==> config.mk <==
export PLATFORM = sky130hd
export DESIGN_NAME = mem_stage_lsu
export DESIGN_NICKNAME = d
export VERILOG_FILES = /design/src/rtl/mem_stage_lsu.sv
export SDC_FILE = /design/constraint.sdc
export NUM_CORES = 1
export LEC_CHECK = 0
export CORE_UTILIZATION = 50
export CTS_BUF_LIST = sky130_fd_sc_hd__clkbuf_8
export DETAILED_ROUTE_END_ITERATION = 6
export GPL_TIMING_DRIVEN = 0
export PLACE_DENSITY_LB_ADDON = 0.1
export SYNTH_ARGS = -nofsm -noshare
export SYNTH_HDL_FRONTEND = slang
export SYNTH_SLANG_ARGS = --single-unit
==> constraint.sdc <==
create_clock -name clock -period 2.9 [get_ports clock]
set_clock_uncertainty 0.1 [all_clocks]
set_input_delay 0.58 -clock clock [delete_from_list [all_inputs] [get_ports clock]]
set_output_delay 0.58 -clock clock [all_outputs]
set_load 0.005 [all_outputs]
==> src/rtl/mem_stage_lsu.sv <==
// Memory-access pipeline stage: one load/store per instruction over a single-outstanding
// req/rsp port, forwarding the writeback payload. Define LSU_PERF_CNT_EN for perf counters.
module mem_stage_lsu #(
    parameter int unsigned TIMEOUT_CYC = 255
) (
    input  logic         clock,
    input  logic         reset,
    input  logic         in_valid,
    output logic         in_ready,
    input  logic [148:0] in_bits,
    output logic         out_valid,
    input  logic         out_ready,
    output logic [107:0] out_bits,
    output logic [31:0]  mem_pc,
    output logic         req_valid,
    input  logic         req_ready,
    output logic [31:0]  req_addr,
    output logic         req_we,
    output logic [31:0]  req_wdata,
    output logic [3:0]   req_wstrb,
    input  logic         rsp_valid,
    input  logic [31:0]  rsp_rdata,
    input  logic         rsp_err
`ifdef LSU_PERF_CNT_EN
    ,
    output logic [31:0]  perf_ld_cnt,
    output logic [31:0]  perf_st_cnt,
    output logic [31:0]  perf_wait_cnt
`endif
);

    localparam int CW = (TIMEOUT_CYC < 2) ? 1 : $clog2(TIMEOUT_CYC + 1);

    // Everything but MemRe must survive past accept.
    typedef struct packed {
        logic [31:0] pc;
        logic        fence_i;
        logic [31:0] alu_result;
        logic [31:0] rs2_data;
        logic [2:0]  mem_width;
        logic [2:0]  mem_sext;
        logic        mem_we;
        logic [31:0] csrs_out;
        logic [1:0]  mem_to_reg;
        logic [2:0]  csrs_addr;
        logic [4:0]  rd;
        logic        csrs_we;
        logic        reg_we;
    } hold_t;

    typedef struct packed {
        logic  mem_re;
        hold_t h;
    } in_t;

    typedef struct packed {
        logic        fault;
        logic [31:0] pc;
        logic        fence_i;
        logic [31:0] wb_data;
        logic [31:0] csrs_out;
        logic [2:0]  csrs_addr;
        logic [4:0]  rd;
        logic        csrs_we;
        logic        reg_we;
    } out_t;

    typedef enum logic [1:0] {IDLE, REQ, WAIT_RSP, DONE} state_t;

    function automatic logic misaligned(hold_t h);
        case (h.mem_width)
            3'b000:  misaligned = 1'b0;
            3'b001:  misaligned = h.alu_result[0];
            default: misaligned = |h.alu_result[1:0];
        endcase
    endfunction

    function automatic logic [3:0] strb_of(hold_t h);
        logic [3:0] base;
        case (h.mem_width)
            3'b000:  base = 4'b0001;
            3'b001:  base = 4'b0011;
            default: base = 4'b1111;
        endcase
        return base << h.alu_result[1:0];
    endfunction

    function automatic out_t build(hold_t h, logic fault, logic [31:0] rdata);
        out_t        o;
        logic [31:0] sh;
        logic [31:0] ld;
        logic        sx;
        sh = rdata >> {h.alu_result[1:0], 3'b000};
        sx = (h.mem_sext == 3'b001);
        case (h.mem_width)
            3'b000:  ld = {{24{sx & sh[7]}}, sh[7:0]};
            3'b001:  ld = {{16{sx & sh[15]}}, sh[15:0]};
            default: ld = sh;
        endcase
        o.fault     = fault;
        o.pc        = h.pc;
        o.fence_i   = h.fence_i;
        o.csrs_out  = h.csrs_out;
        o.csrs_addr = h.csrs_addr;
        o.rd        = h.rd;
        o.csrs_we   = h.csrs_we & ~fault;
        o.reg_we    = h.reg_we & ~fault;
        case (h.mem_to_reg)
            2'b01:   o.wb_data = ld;
            2'b10:   o.wb_data = h.csrs_out;
            default: o.wb_data = h.alu_result;
        endcase
        if (fault) o.wb_data = '0;
        return o;
    endfunction

    state_t        state;
    hold_t         held;
    out_t          out_q;
    logic [CW-1:0] tmo_cnt;
    in_t           in_w;
    logic          in_mem;
    logic          in_mis;
    logic          accept;

    assign in_w     = in_t'(in_bits);
    assign in_mem   = in_w.mem_re | in_w.h.mem_we;
    assign in_mis   = in_mem & misaligned(in_w.h);
    assign in_ready = (state == IDLE) | ((state == DONE) & out_ready);
    assign accept   = in_valid & in_ready;

    assign out_valid = (state == DONE);
    assign out_bits  = out_q;

    // Request fields come straight from the held payload, so they stay stable until req_ready.
    assign req_valid = (state == REQ);
    assign req_addr  = {held.alu_result[31:2], 2'b00};
    assign req_we    = req_valid & held.mem_we;
    assign req_wdata = held.rs2_data << {held.alu_result[1:0], 3'b000};
    assign req_wstrb = req_valid ? strb_of(held) : 4'b0000;

    always_ff @(posedge clock) begin
        if (reset) begin
            state   <= IDLE;
            held    <= '0;
            out_q   <= '0;
            tmo_cnt <= '0;
            mem_pc  <= '0;
        end else begin
            case (state)
                IDLE, DONE: begin
                    if (accept) begin
                        held   <= in_w.h;
                        mem_pc <= in_w.h.pc;
                        if (in_mem && !in_mis) begin
                            state <= REQ;
                        end else begin
                            state <= DONE;
                            out_q <= build(in_w.h, in_mis, 32'd0);
                        end
                    end else if (state == DONE && out_ready) begin
                        state  <= IDLE;
                        mem_pc <= '0;
                    end
                end
                REQ: begin
                    if (req_ready) begin
                        state   <= WAIT_RSP;
                        tmo_cnt <= '0;
                    end
                end
                WAIT_RSP: begin
                    if (rsp_valid) begin
                        out_q <= build(held, rsp_err, rsp_rdata);
                        state <= DONE;
                    end else if (tmo_cnt == CW'(TIMEOUT_CYC)) begin
                        out_q <= build(held, 1'b1, 32'd0);
                        state <= DONE;
                    end else begin
                        tmo_cnt <= tmo_cnt + CW'(1);
                    end
                end
                default: state <= IDLE;
            endcase
        end
    end

`ifdef LSU_PERF_CNT_EN
    always_ff @(posedge clock) begin
        if (reset) begin
            perf_ld_cnt   <= '0;
            perf_st_cnt   <= '0;
            perf_wait_cnt <= '0;
        end else begin
            if (state == WAIT_RSP && rsp_valid) begin
                if (held.mem_we) perf_st_cnt <= perf_st_cnt + 32'd1;
                else             perf_ld_cnt <= perf_ld_cnt + 32'd1;
            end
            if (state == REQ || state == WAIT_RSP) perf_wait_cnt <= perf_wait_cnt + 32'd1;
        end
    end
`endif

endmodule

==> flow_metrics.env, run 1 <==
export IMPL_p_comb_share_pct=48.9
export IMPL_switching_power_mw=8.01
export IMPL_crit_start="held[50]$_SDFFE_PP0P_"
export IMPL_synth_avg_cell_area_um2=8.14
export IMPL_setup_viol=0
export IMPL_worst_path_buf_inv=2
export IMPL_ys_seq_elements=298
export IMPL_grt_max_degree=15
export IMPL_cpPeakStageDelay_ns=0.34
export IMPL_power_internal_mw=11.9
export IMPL_instances_no_fill=2576
export IMPL_synthDistinctLibCells=51
export IMPL_layout_drive_gt1_share_pct=9.23
export IMPL_row_count=60
export IMPL_cts_tree="built"
export IMPL_place_congestion=0.949
export IMPL_drc=0
export IMPL_drt_total_wl_mm=56.0
export IMPL_p_sw_share_pct=40.3
export IMPL_grt_pass1_vias=14400
export IMPL_critPathLaunchType="flip-flop"
export IMPL_peakVddDrop_mv=0.677
export IMPL_finalPower_mw=19.9
export IMPL_fmax_mhz=349
export IMPL_path_class="flip-flop to primary output"
export IMPL_yosysWarningCount=0
export IMPL_clkSinkCount=298
export IMPL_cpMaxStageDelayCell="dfxtp_1"
export IMPL_cts_clk_slew_worst_paths_ns=0.06
export IMPL_p_clk_share_pct=19.5
export IMPL_syn_area_um2=14000
export IMPL_period_share_pct=98.8
export IMPL_r2r_start="state[0]$_SDFFE_PP0P_"
export IMPL_die_h_um=169
export IMPL_grt_remaining_overflow=0
export IMPL_clockRootBuffer="clkbuf_8"
export IMPL_drv_slew=0
export IMPL_arrival_ns=2.18
export IMPL_route_detailed_wl_per_inst_um=21.7
export IMPL_fillers=2124
export IMPL_numCtsBuffers=48
export IMPL_numPortBuffers=396
export IMPL_syn_instance_count=1717
export IMPL_cp_depth=5
export IMPL_viasPerCell=5.88
export IMPL_status="complete, no violations"
export IMPL_min_path_type="flip-flop to flip-flop"
export IMPL_reg2reg_setup_slack_ns=0.09
export IMPL_area_delta_synth_final_pct=41.5
export IMPL_cp_endpoint="req_wstrb[2]"
export IMPL_h_tree_depth=2
export IMPL_layout_min_cycle_time_ns=2.86
export IMPL_grt_usage_pct=37.8
export IMPL_tns_ns=0
export IMPL_fin_nets=2362
export IMPL_clockBufferDepth=3
export IMPL_yosys_mux_area_fraction_pct=9.66
export IMPL_reg2regPathDepth=7
export IMPL_worst_slew_pin_slew_ns=1.20
export IMPL_crit_path_end_kind="primary output"
export IMPL_placed_area_um2=18400
export IMPL_final_cell_mix="398 x nand2_1, 369 x clkdlybuf4s50_1, 298 x dfxtp_1"
export IMPL_antenna_found_initial=4
export IMPL_yosysSeqAreaShare_pct=42.7
export IMPL_synth_compound_area_share_pct=20.9
export IMPL_finalInstanceArea_um2=19800
export IMPL_core_area_um2=27200
export IMPL_crit_chain="or2_4 -> clkbuf_4 -> a211o_1 -> and3_1 -> dlygate4sd2_1"
export IMPL_drt_iter0_drc=1452
export IMPL_power_density_nw_per_um2=1010
export IMPL_start_util_pct=51.4
export IMPL_ios=400
export IMPL_ant_nets=0
export IMPL_via_count=15100
export IMPL_synthAdderAreaFrac_pct=0.717
export IMPL_layout_commonest_cell="nand2_1"
export IMPL_dieArea_um2=28600
export IMPL_die_w_um=169
export IMPL_hold_viol_final=0
export IMPL_slew_headroom_pct=20.1
export IMPL_synth_xor_area_share_pct=0.439
export IMPL_crit_path_max_fanout=12
export IMPL_synth_top_family_by_area="compound AO/OA/AOI/OAI gates"
export IMPL_r2r_end="out_bits[69]$_SDFFE_PP0P_"
export IMPL_dpl_hpwl_mm=42.4
export IMPL_pwr_share_seq_pct=31.6
export IMPL_crit_required_ns=2.22
export IMPL_cts_hold_fix_buffers=0
export IMPL_insertion_delay_ns=0.60
export IMPL_synthSimpleGateAreaFrac_pct=18.2
export IMPL_grt_pass1_wl_mm=82.7
export IMPL_firstDrtPassIters=6
export IMPL_path_delay_family="buffers and inverters"
export IMPL_power_leakage_nw=7.32
export IMPL_placed_cells=2487
export IMPL_cap_violations=0
==> cells in the mapped netlist, drive strengths merged <==
| cell type | n | area share (%) |
|---|---|---|
| a2111oi | 2 | 0.13 |
| a211o | 1 | 0.063 |
| a211oi | 103 | 5.5 |
| a21o | 3 | 0.16 |
| a21oi | 217 | 7.8 |
| a221oi | 24 | 1.5 |
| a22o | 1 | 0.063 |
| a22oi | 11 | 0.59 |
| a2bb2oi | 9 | 0.56 |
| a311oi | 1 | 0.063 |
| a31oi | 1 | 0.045 |
| a32oi | 6 | 0.38 |
| and2 | 11 | 0.49 |
| and3 | 2 | 0.090 |
| and3b | 17 | 1.1 |
| and4 | 1 | 0.063 |
| buf | 77 | 4.0 |
| clkbuf | 104 | 2.8 |
| clkinv | 2 | 0.054 |
| conb | 1 | 0.027 |
| dfxtp | 298 | 43 |
| ha | 8 | 0.72 |
| inv | 17 | 0.46 |
| mux2 | 7 | 0.59 |
| mux2i | 122 | 8.7 |
| mux4 | 2 | 0.32 |
| nand2 | 398 | 11 |
| nand2b | 7 | 0.31 |
| nand3 | 7 | 0.25 |
| nand3b | 2 | 0.11 |
| nor2 | 125 | 3.4 |
| nor2b | 10 | 0.45 |
| nor3 | 20 | 0.75 |
| nor3b | 9 | 0.48 |
| o2111ai | 8 | 0.50 |
| o211ai | 9 | 0.48 |
| o21a | 2 | 0.11 |
| o21ai | 41 | 1.5 |
| o21bai | 2 | 0.11 |
| o221a | 1 | 0.081 |
| o31ai | 1 | 0.054 |
| o32ai | 18 | 1.3 |
| or2 | 2 | 0.090 |
| xnor2 | 7 | 0.44 |
==> logic make-up after synthesis <==
family | after synthesis
flops | 298
other cells | 1
fa+ha+maj | 8
buf+inv | 200
compound gates | 461
simple gates | 611
xor+xnor | 7
mux | 131
==> registers in the layout (all words and copies together), names as in the netlist <==
name      count
tmo_cnt       8
req_addr     30
held        118
state         2
out_bits    108
mem_pc       32
==> per-layer routing <==
metal  track usage [%]  part of all wire, %  vias to the layer above
met5                 0                    0                        -
met4              18.4                  5.1                        0
met3              9.82                   11                      198
met2              60.4                   45                      898
met1              47.5                   39                     7184
li1                  -                    -                     6863
==> worst min-delay path by stage <==
| stage | startpoint | to | cells past startpoint |
|---|---|---|---|
| after global placement | held[80]$_SDFFE_PP0P_ | held[80]$_SDFFE_PP0P_ | 2 |
| after global routing | held[1]$_SDFFE_PP0P_ | held[1]$_SDFFE_PP0P_ | 2 |
| after detailed placement | held[81]$_SDFFE_PP0P_ | held[81]$_SDFFE_PP0P_ | 2 |
| after floorplan | held[45]$_SDFFE_PP0P_ | held[45]$_SDFFE_PP0P_ | 2 |
| final | held[81]$_SDFFE_PP0P_ | held[81]$_SDFFE_PP0P_ | 2 |
| after CTS | held[81]$_SDFFE_PP0P_ | held[81]$_SDFFE_PP0P_ | 2 |
==> layout make-up <==
class                      count  area, um2  area share (%)
clock buffer                  66        908            4.60
antenna                        4       10.0          0.0507
sequential                   298       5970            30.2
timing repair buffer         402       4000            20.2
inverter                      19       71.3           0.361
multi-input combinational   1220       7130            36.1
clock inverter                18        123           0.621
buffer                       177       1090            5.51
tap                          372        465            2.36
==> through the flow <==
stage	setup slack, ns	utilization [%]	hold slack (ns)
finish	0.0359	72.7	0.348
CTS	-0.149	72.2	0.351
detailed placement	-0.894	67.7	0.342
global placement	-0.909	67.7	0.340
global route	-0.00658	72.7	0.365
floorplan	0.601	-	0.332
==> tightest hold or removal path, stage by stage, from the launching register on <==
cell and delay [ns]:
dfxtp_1 0.30, nand2_1 0.05, a21oi_1 0.05
==> timing repair <==
action	CTS	global route
setup buffers	3	1
endpoints found under the setup margin	148	111
pin swaps	9	0
gates cloned	0	1
gates resized for setup	97	27
==> power groups by stage <==
| stage | Clock, mW | Combinational, mW | Sequential [mW] |
|---|---|---|---|
| after floorplan | 0 | 5.09 | 6.14 |
| after global placement | 0 | 9.16 | 6.25 |
| after detailed placement | 0 | 9.32 | 6.30 |
| after CTS | 3.87 | 9.48 | 6.24 |
| after global routing | 4.04 | 10.4 | 6.40 |
| final | 3.88 | 9.73 | 6.29 |
No activity file was read; power rests on OpenSTA's default activity.
==> run 2, diff against run 1 <==
--- a/config.mk
+++ b/config.mk
@@ -5,11 +5,13 @@
 export SDC_FILE = /design/constraint.sdc
 export NUM_CORES = 1
 export LEC_CHECK = 0
+export CAP_MARGIN = 20
 export CORE_UTILIZATION = 50
 export CTS_BUF_LIST = sky130_fd_sc_hd__clkbuf_8
 export DETAILED_ROUTE_END_ITERATION = 6
 export GPL_TIMING_DRIVEN = 0
 export PLACE_DENSITY_LB_ADDON = 0.1
+export SETUP_SLACK_MARGIN = 0.3
 export SYNTH_ARGS = -nofsm -noshare
 export SYNTH_HDL_FRONTEND = slang
 export SYNTH_SLANG_ARGS = --single-unit
==> constraint.sdc (replaced) <==
create_clock -name clock -period 2.9 [get_ports clock]
set_clock_uncertainty 0.1 [all_clocks]
set_input_delay 0.58 -clock clock [delete_from_list [all_inputs] [get_ports clock]]
set_output_delay 0.58 -clock clock [all_outputs]
set_load 0.05 [all_outputs]
==> flow_metrics.env, run 2 (synthesis gave the netlist of run 1 again) <==
export IMPL_route_detailed_wl_per_inst_um=22.7
export IMPL_p_comb_share_pct=58.2
export IMPL_place_ws_ns=-0.964
export IMPL_p_clk_share_pct=15.7
export IMPL_status="complete, no violations"
export IMPL_h_tree_depth=2
export IMPL_numCtsBuffers=49
export IMPL_pwr_share_seq_pct=26.1
export IMPL_crit_path_max_fanout=7
export IMPL_fin_nets=2394
export IMPL_clockRootBuffer="clkbuf_8"
export IMPL_die_h_um=169
export IMPL_worst_slew_pin_slew_ns=0.972
export IMPL_viasPerCell=5.95
export IMPL_cpPeakStageDelay_ns=0.32
export IMPL_r2r_end="out_bits[69]$_SDFFE_PP0P_"
export IMPL_cts_clk_slew_worst_paths_ns=0.06
export IMPL_firstDrtPassIters=6
export IMPL_ant_nets=0
export IMPL_layout_min_cycle_time_ns=2.77
export IMPL_crit_path_end_kind="primary output"
export IMPL_hold_depth=2
export IMPL_power_leakage_nw=7.76
export IMPL_path_class="flip-flop to primary output"
export IMPL_critPathLaunchType="flip-flop"
export IMPL_cpMaxStageDelayCell="dfxtp_2"
export IMPL_placed_area_um2=18500
export IMPL_switching_power_mw=11.9
export IMPL_start_util_pct=51.4
export IMPL_holdPathEnd="held[75]$_SDFFE_PP0P_"
export IMPL_arrival_ns=2.09
export IMPL_antenna_found_initial=4
export IMPL_peakVddDrop_mv=0.757
export IMPL_cts_tree="built"
export IMPL_reg2regPathDepth=7
export IMPL_grt_max_degree=16
export IMPL_via_count=15500
export IMPL_min_path_type="flip-flop to flip-flop"
export IMPL_min_from="held[75]$_SDFFE_PP0P_"
export IMPL_row_count=60
export IMPL_r2r_start="state[0]$_SDFFE_PP0P_"
export IMPL_cap_violations=0
export IMPL_area_delta_synth_final_pct=47.1
export IMPL_grt_remaining_overflow=0
export IMPL_p_sw_share_pct=49.1
export IMPL_layout_commonest_cell="nand2_1"
export IMPL_crit_chain="buf_6 -> buf_12 -> buf_12 -> buf_12 -> clkbuf_16 -> a211oi_2 -> a21oi_2 -> buf_6"
export IMPL_grt_pass1_vias=14600
export IMPL_finalInstanceArea_um2=20500
export IMPL_clockBufferDepth=3
export IMPL_core_area_um2=27200
export IMPL_drt_iter0_drc=1677
export IMPL_drt_total_wl_mm=59.2
export IMPL_drv_slew=0
export IMPL_fmax_mhz=361
export IMPL_top_register="held"
export IMPL_place_congestion=1.03
export IMPL_insertion_delay_ns=0.62
export IMPL_ios=400
export IMPL_reg2reg_setup_slack_ns=0.26
export IMPL_final_cell_mix="395 x nand2_1, 341 x clkdlybuf4s50_1, 294 x dfxtp_1"
export IMPL_layout_drive_gt1_share_pct=14.7
export IMPL_dpl_hpwl_mm=42.4
export IMPL_drc=0
export IMPL_clkSinkCount=298
export IMPL_crit_top_cell="buf_12"
export IMPL_dieArea_um2=28600
export IMPL_grt_setup_unrepaired="yes"
export IMPL_grt_pass1_wl_mm=85.4
export IMPL_period_share_pct=95.5
export IMPL_die_w_um=169
export IMPL_largest_register_ffs=118
export IMPL_fillers=2003
export IMPL_crit_required_ns=2.22
export IMPL_power_density_nw_per_um2=1180
export IMPL_setup_viol=0
export IMPL_grt_usage_pct=39.1
export IMPL_numPortBuffers=396
export IMPL_power_internal_mw=12.4
export IMPL_layout_setup_ws_ns=0.129
export IMPL_cts_hold_fix_buffers=0
export IMPL_hold_viol_final=0
export IMPL_slew_headroom_pct=35.2
## run 2: critical path: cells and delay by family, from the launching register on
kind	cells	cell delay, ns
AO/OA/AOI/OAI	2	0.30
buffers and inverters	6	0.83
flip-flops	1	0.32
## run 2: metrics by stage
step                      util, %  total power [mW]  hold slack (ns)  TNS [ns]  std cells
after CTS                    74.8              23.7            0.351         0       2594
after floorplan                 -              14.7            0.332    -0.362       1718
after global routing         75.6              25.2            0.374         0       2605
after detailed placement     68.0              19.1            0.342    -91.31       2487
after global placement       67.9              18.9            0.340    -75.42       2486
final                        75.6              24.3            0.354         0       2605
## run 2: final cells by class
cell class              count  area, um2  area share, %
flip-flops and latches    298       5970           29.1
inverters                  19       75.1          0.365
plain buffers             181       1250           6.10
diodes                      2       5.00         0.0244
repair buffers            429       4350           21.2
multi-input cells        1220       7420           36.1
well taps                 372        465           2.27
clock inverters            22        149          0.725
clock buffers              62        853           4.15
## run 2: power by group through the flow
stage | clock (mW) | combinational [mW] | sequential, mW
2_1_floorplan | 0 | 6.15 | 8.60
3_3_place_gp | 0 | 12.6 | 6.26
3_5_place_dp | 0 | 12.8 | 6.31
4_1_cts | 3.82 | 13.6 | 6.27
5_1_grt | 4.01 | 14.7 | 6.44
6_report | 3.82 | 14.1 | 6.33
## run 2: routing by layer
layer | vias up | share of wire, % | global-route usage (%)
li1 | 6928 | - | -
met1 | 7335 | 39 | 49.8
met2 | 1009 | 45 | 61.6
met3 | 225 | 11 | 9.42
met4 | 4 | 5.4 | 19.9
met5 | - | 0.051 | 0
## run 2: what timing repair did
item                       in CTS  in global routing
gates cloned                    5                  0
setup endpoints to repair     306                234
gates resized for setup       404                 77
pin swaps                       8                  8
hold endpoints to repair        0                  0
buffers inserted               18                  9
## run 2: worst max-delay path by stage
stage | endpoint | slack (ns) | depth (start not counted) | startpoint
6_report | req_wdata[31] | 0.13 | 8 | held[83]$_SDFFE_PP0P_
5_1_grt | req_wdata[31] | 0.11 | 8 | held[83]$_SDFFE_PP0P_
4_1_cts | req_wstrb[2] | 0.16 | 7 | held[83]$_SDFFE_PP0P_
3_5_place_dp | out_bits[50]$_SDFFE_PP0P_ | -0.96 | 9 | in_bits[10]
3_3_place_gp | out_bits[52]$_SDFFE_PP0P_ | -0.89 | 9 | in_bits[10]
2_1_floorplan | req_wdata[21] | -0.11 | 6 | held[84]$_SDFFE_PP0P_
==> run 3, diff against run 2 <==
--- a/config.mk
+++ b/config.mk
@@ -6,6 +6,8 @@
 export NUM_CORES = 1
 export LEC_CHECK = 0
 export CAP_MARGIN = 20
+export CORE_ASPECT_RATIO = 1.1
+export CORE_MARGIN = 2
 export CORE_UTILIZATION = 50
 export CTS_BUF_LIST = sky130_fd_sc_hd__clkbuf_8
 export DETAILED_ROUTE_END_ITERATION = 6
==> flow_metrics.env, run 3 (synthesis gave the netlist of run 1 again) <==
export IMPL_grt_remaining_overflow=0
export IMPL_ios=400
export IMPL_die_h_um=179
export IMPL_p_clk_share_pct=14.9
export IMPL_ant_nets=0
export IMPL_slew_headroom_pct=24.5
export IMPL_setup_viol=0
export IMPL_hold_viol_final=0
export IMPL_row_count=64
export IMPL_pwr_share_seq_pct=26.4
export IMPL_drt_total_wl_mm=57.5
export IMPL_drv_slew=0
export IMPL_crit_required_ns=2.22
export IMPL_core_area_um2=27600
export IMPL_placed_area_um2=18500
export IMPL_clockBufferDepth=3
export IMPL_critPathLaunchType="flip-flop"
export IMPL_numPortBuffers=396
export IMPL_crit_chain="buf_6 -> buf_12 -> buf_12 -> clkbuf_16 -> nor3_2 -> nor3b_4 -> buf_6"
export IMPL_power_internal_mw=12.2
export IMPL_crit_path_end_kind="primary output"
export IMPL_largest_register_ffs=118
export IMPL_dieArea_um2=29300
export IMPL_grt_pass1_wl_mm=83.5
export IMPL_top_register="held"
export IMPL_final_cell_mix="398 x nand2_1, 346 x clkdlybuf4s50_1, 295 x dfxtp_1"
export IMPL_cts_clk_slew_worst_paths_ns=0.06
export IMPL_grt_setup_unrepaired="yes"
export IMPL_grt_max_degree=15
export IMPL_cts_tree="built"
export IMPL_peakVddDrop_mv=0.626
export IMPL_die_w_um=163
export IMPL_power_density_nw_per_um2=1170
export IMPL_insertion_delay_ns=0.59
export IMPL_drt_iter0_drc=1497
export IMPL_clockRootBuffer="clkbuf_8"
export IMPL_numCtsBuffers=49
export IMPL_route_detailed_wl_per_inst_um=22.2
export IMPL_place_congestion=0.939
export IMPL_layout_commonest_cell="nand2_1"
export IMPL_dpl_hpwl_mm=42.3
export IMPL_path_class="flip-flop to primary output"
export IMPL_reg2reg_setup_slack_ns=0.28
export IMPL_grt_usage_pct=37.3
export IMPL_drc=0
export IMPL_p_comb_share_pct=58.6
export IMPL_finalInstanceArea_um2=20400
export IMPL_start_util_pct=50.6
export IMPL_crit_path_max_fanout=6
export IMPL_cts_hold_fix_buffers=0
export IMPL_clkSinkCount=298
export IMPL_area_delta_synth_final_pct=46.3
export IMPL_grt_pass1_vias=14600
export IMPL_cap_violations=0
export IMPL_firstDrtPassIters=6
export IMPL_worst_slew_pin_slew_ns=1.13
export IMPL_cpMaxStageDelayCell="nor3_2"
export IMPL_antenna_found_initial=3
export IMPL_h_tree_depth=2
export IMPL_min_path_type="flip-flop to flip-flop"
export IMPL_power_leakage_nw=7.65
export IMPL_arrival_ns=2.07
export IMPL_layout_drive_gt1_share_pct=14.1
export IMPL_layout_min_cycle_time_ns=2.75
export IMPL_p_sw_share_pct=49.1
export IMPL_switching_power_mw=11.7
export IMPL_fmax_mhz=364
export IMPL_fin_nets=2386
export IMPL_via_count=15200
export IMPL_cpPeakStageDelay_ns=0.34
export IMPL_status="complete, no violations"
export IMPL_period_share_pct=94.8
export IMPL_fillers=2132
export IMPL_holdWs_ns=0.352
export IMPL_viasPerCell=5.87
## run 3: cell count changes in the layout (fill, tap and decap cells not counted), sizes merged
| cell | before | now |
|---|---|---|
| clkdlybuf4s50 | 341 | 346 |
| dlygate4sd2 | 8 | 6 |
| dlymetal6s2s | 9 | 6 |
| clkbuf | 166 | 163 |
| clkinv | 7 | 3 |
| diode | 2 | 3 |
| inv | 32 | 44 |
| buf | 145 | 134 |
## run 3: final timing paths
| kind | start | to | depth (start not counted) |
|---|---|---|---|
| max | held[83]$_SDFFE_PP0P_ | req_wstrb[1] | 7 |
| min | held[7]$_SDFFE_PP0P_ | held[7]$_SDFFE_PP0P_ | 2 |
| max reg2reg | state[0]$_SDFFE_PP0P_ | out_bits[79]$_SDFFE_PP0P_ | 10 |
| min reg2reg | held[7]$_SDFFE_PP0P_ | held[7]$_SDFFE_PP0P_ | 2 |
## run 3: cell type report
class	instances	area (um2)	share of cell area [%]
Timing Repair Buffer	421	4270	20.9
Tap cell	363	454	2.22
Sequential cell	298	5970	29.2
Buffer	181	1260	6.15
Clock buffer	56	771	3.77
Multi-Input combinational cell	1220	7470	36.6
Inverter	19	71.3	0.349
Clock inverter	30	164	0.802
Antenna cell	3	7.51	0.0367
## run 3: worst max-delay path: cells and delay by family (launching register included)
| kind | cells | cell delay, ns |
|---|---|---|
| buffers and inverters | 5 | 0.71 |
| DFF | 1 | 0.32 |
| and+or+nand+nor | 2 | 0.45 |
## run 3: layer usage
layer | vias up | GRT usage [%] | share of wire, %
met1 | 7185 | 46.2 | 38
met2 | 924 | 61.2 | 46
met5 | - | 0 | 0
met3 | 196 | 8.42 | 11
met4 | 0 | 18.7 | 5.2
li1 | 6915 | - | -
## run 3: through the flow
| stage | util (%) | worst slack (ns) | total power, mW | std cells | setup TNS [ns] |
|---|---|---|---|---|---|
| floorplan | - | -0.105 | 14.7 | 1718 | -0.362 |
| global placement | 66.8 | -1.04 | 18.9 | 2477 | -95.51 |
| detailed placement | 66.8 | -1.04 | 19.1 | 2478 | -102.06 |
| CTS | 73.1 | 0.169 | 23.4 | 2582 | 0 |
| global route | 74.0 | 0.135 | 24.9 | 2591 | 0 |
| finish | 74.0 | 0.152 | 23.9 | 2591 | 0 |
## run 3: repair_timing
| action | CTS | global route |
|---|---|---|
| cloned | 3 | 2 |
| setup endpoints to repair | 304 | 232 |
| hold endpoints to repair | 0 | 0 |
| buffers inserted | 15 | 4 |
| pin swaps | 9 | 6 |
| resized for setup | 402 | 67 |
## run 3: power groups by stage
stage | Clock, mW | Sequential [mW] | Combinational, mW
2_1_floorplan | 0 | 8.60 | 6.15
3_3_place_gp | 0 | 6.26 | 12.7
3_5_place_dp | 0 | 6.30 | 12.8
4_1_cts | 3.58 | 6.26 | 13.6
5_1_grt | 3.77 | 6.43 | 14.7
6_report | 3.57 | 6.31 | 14.0
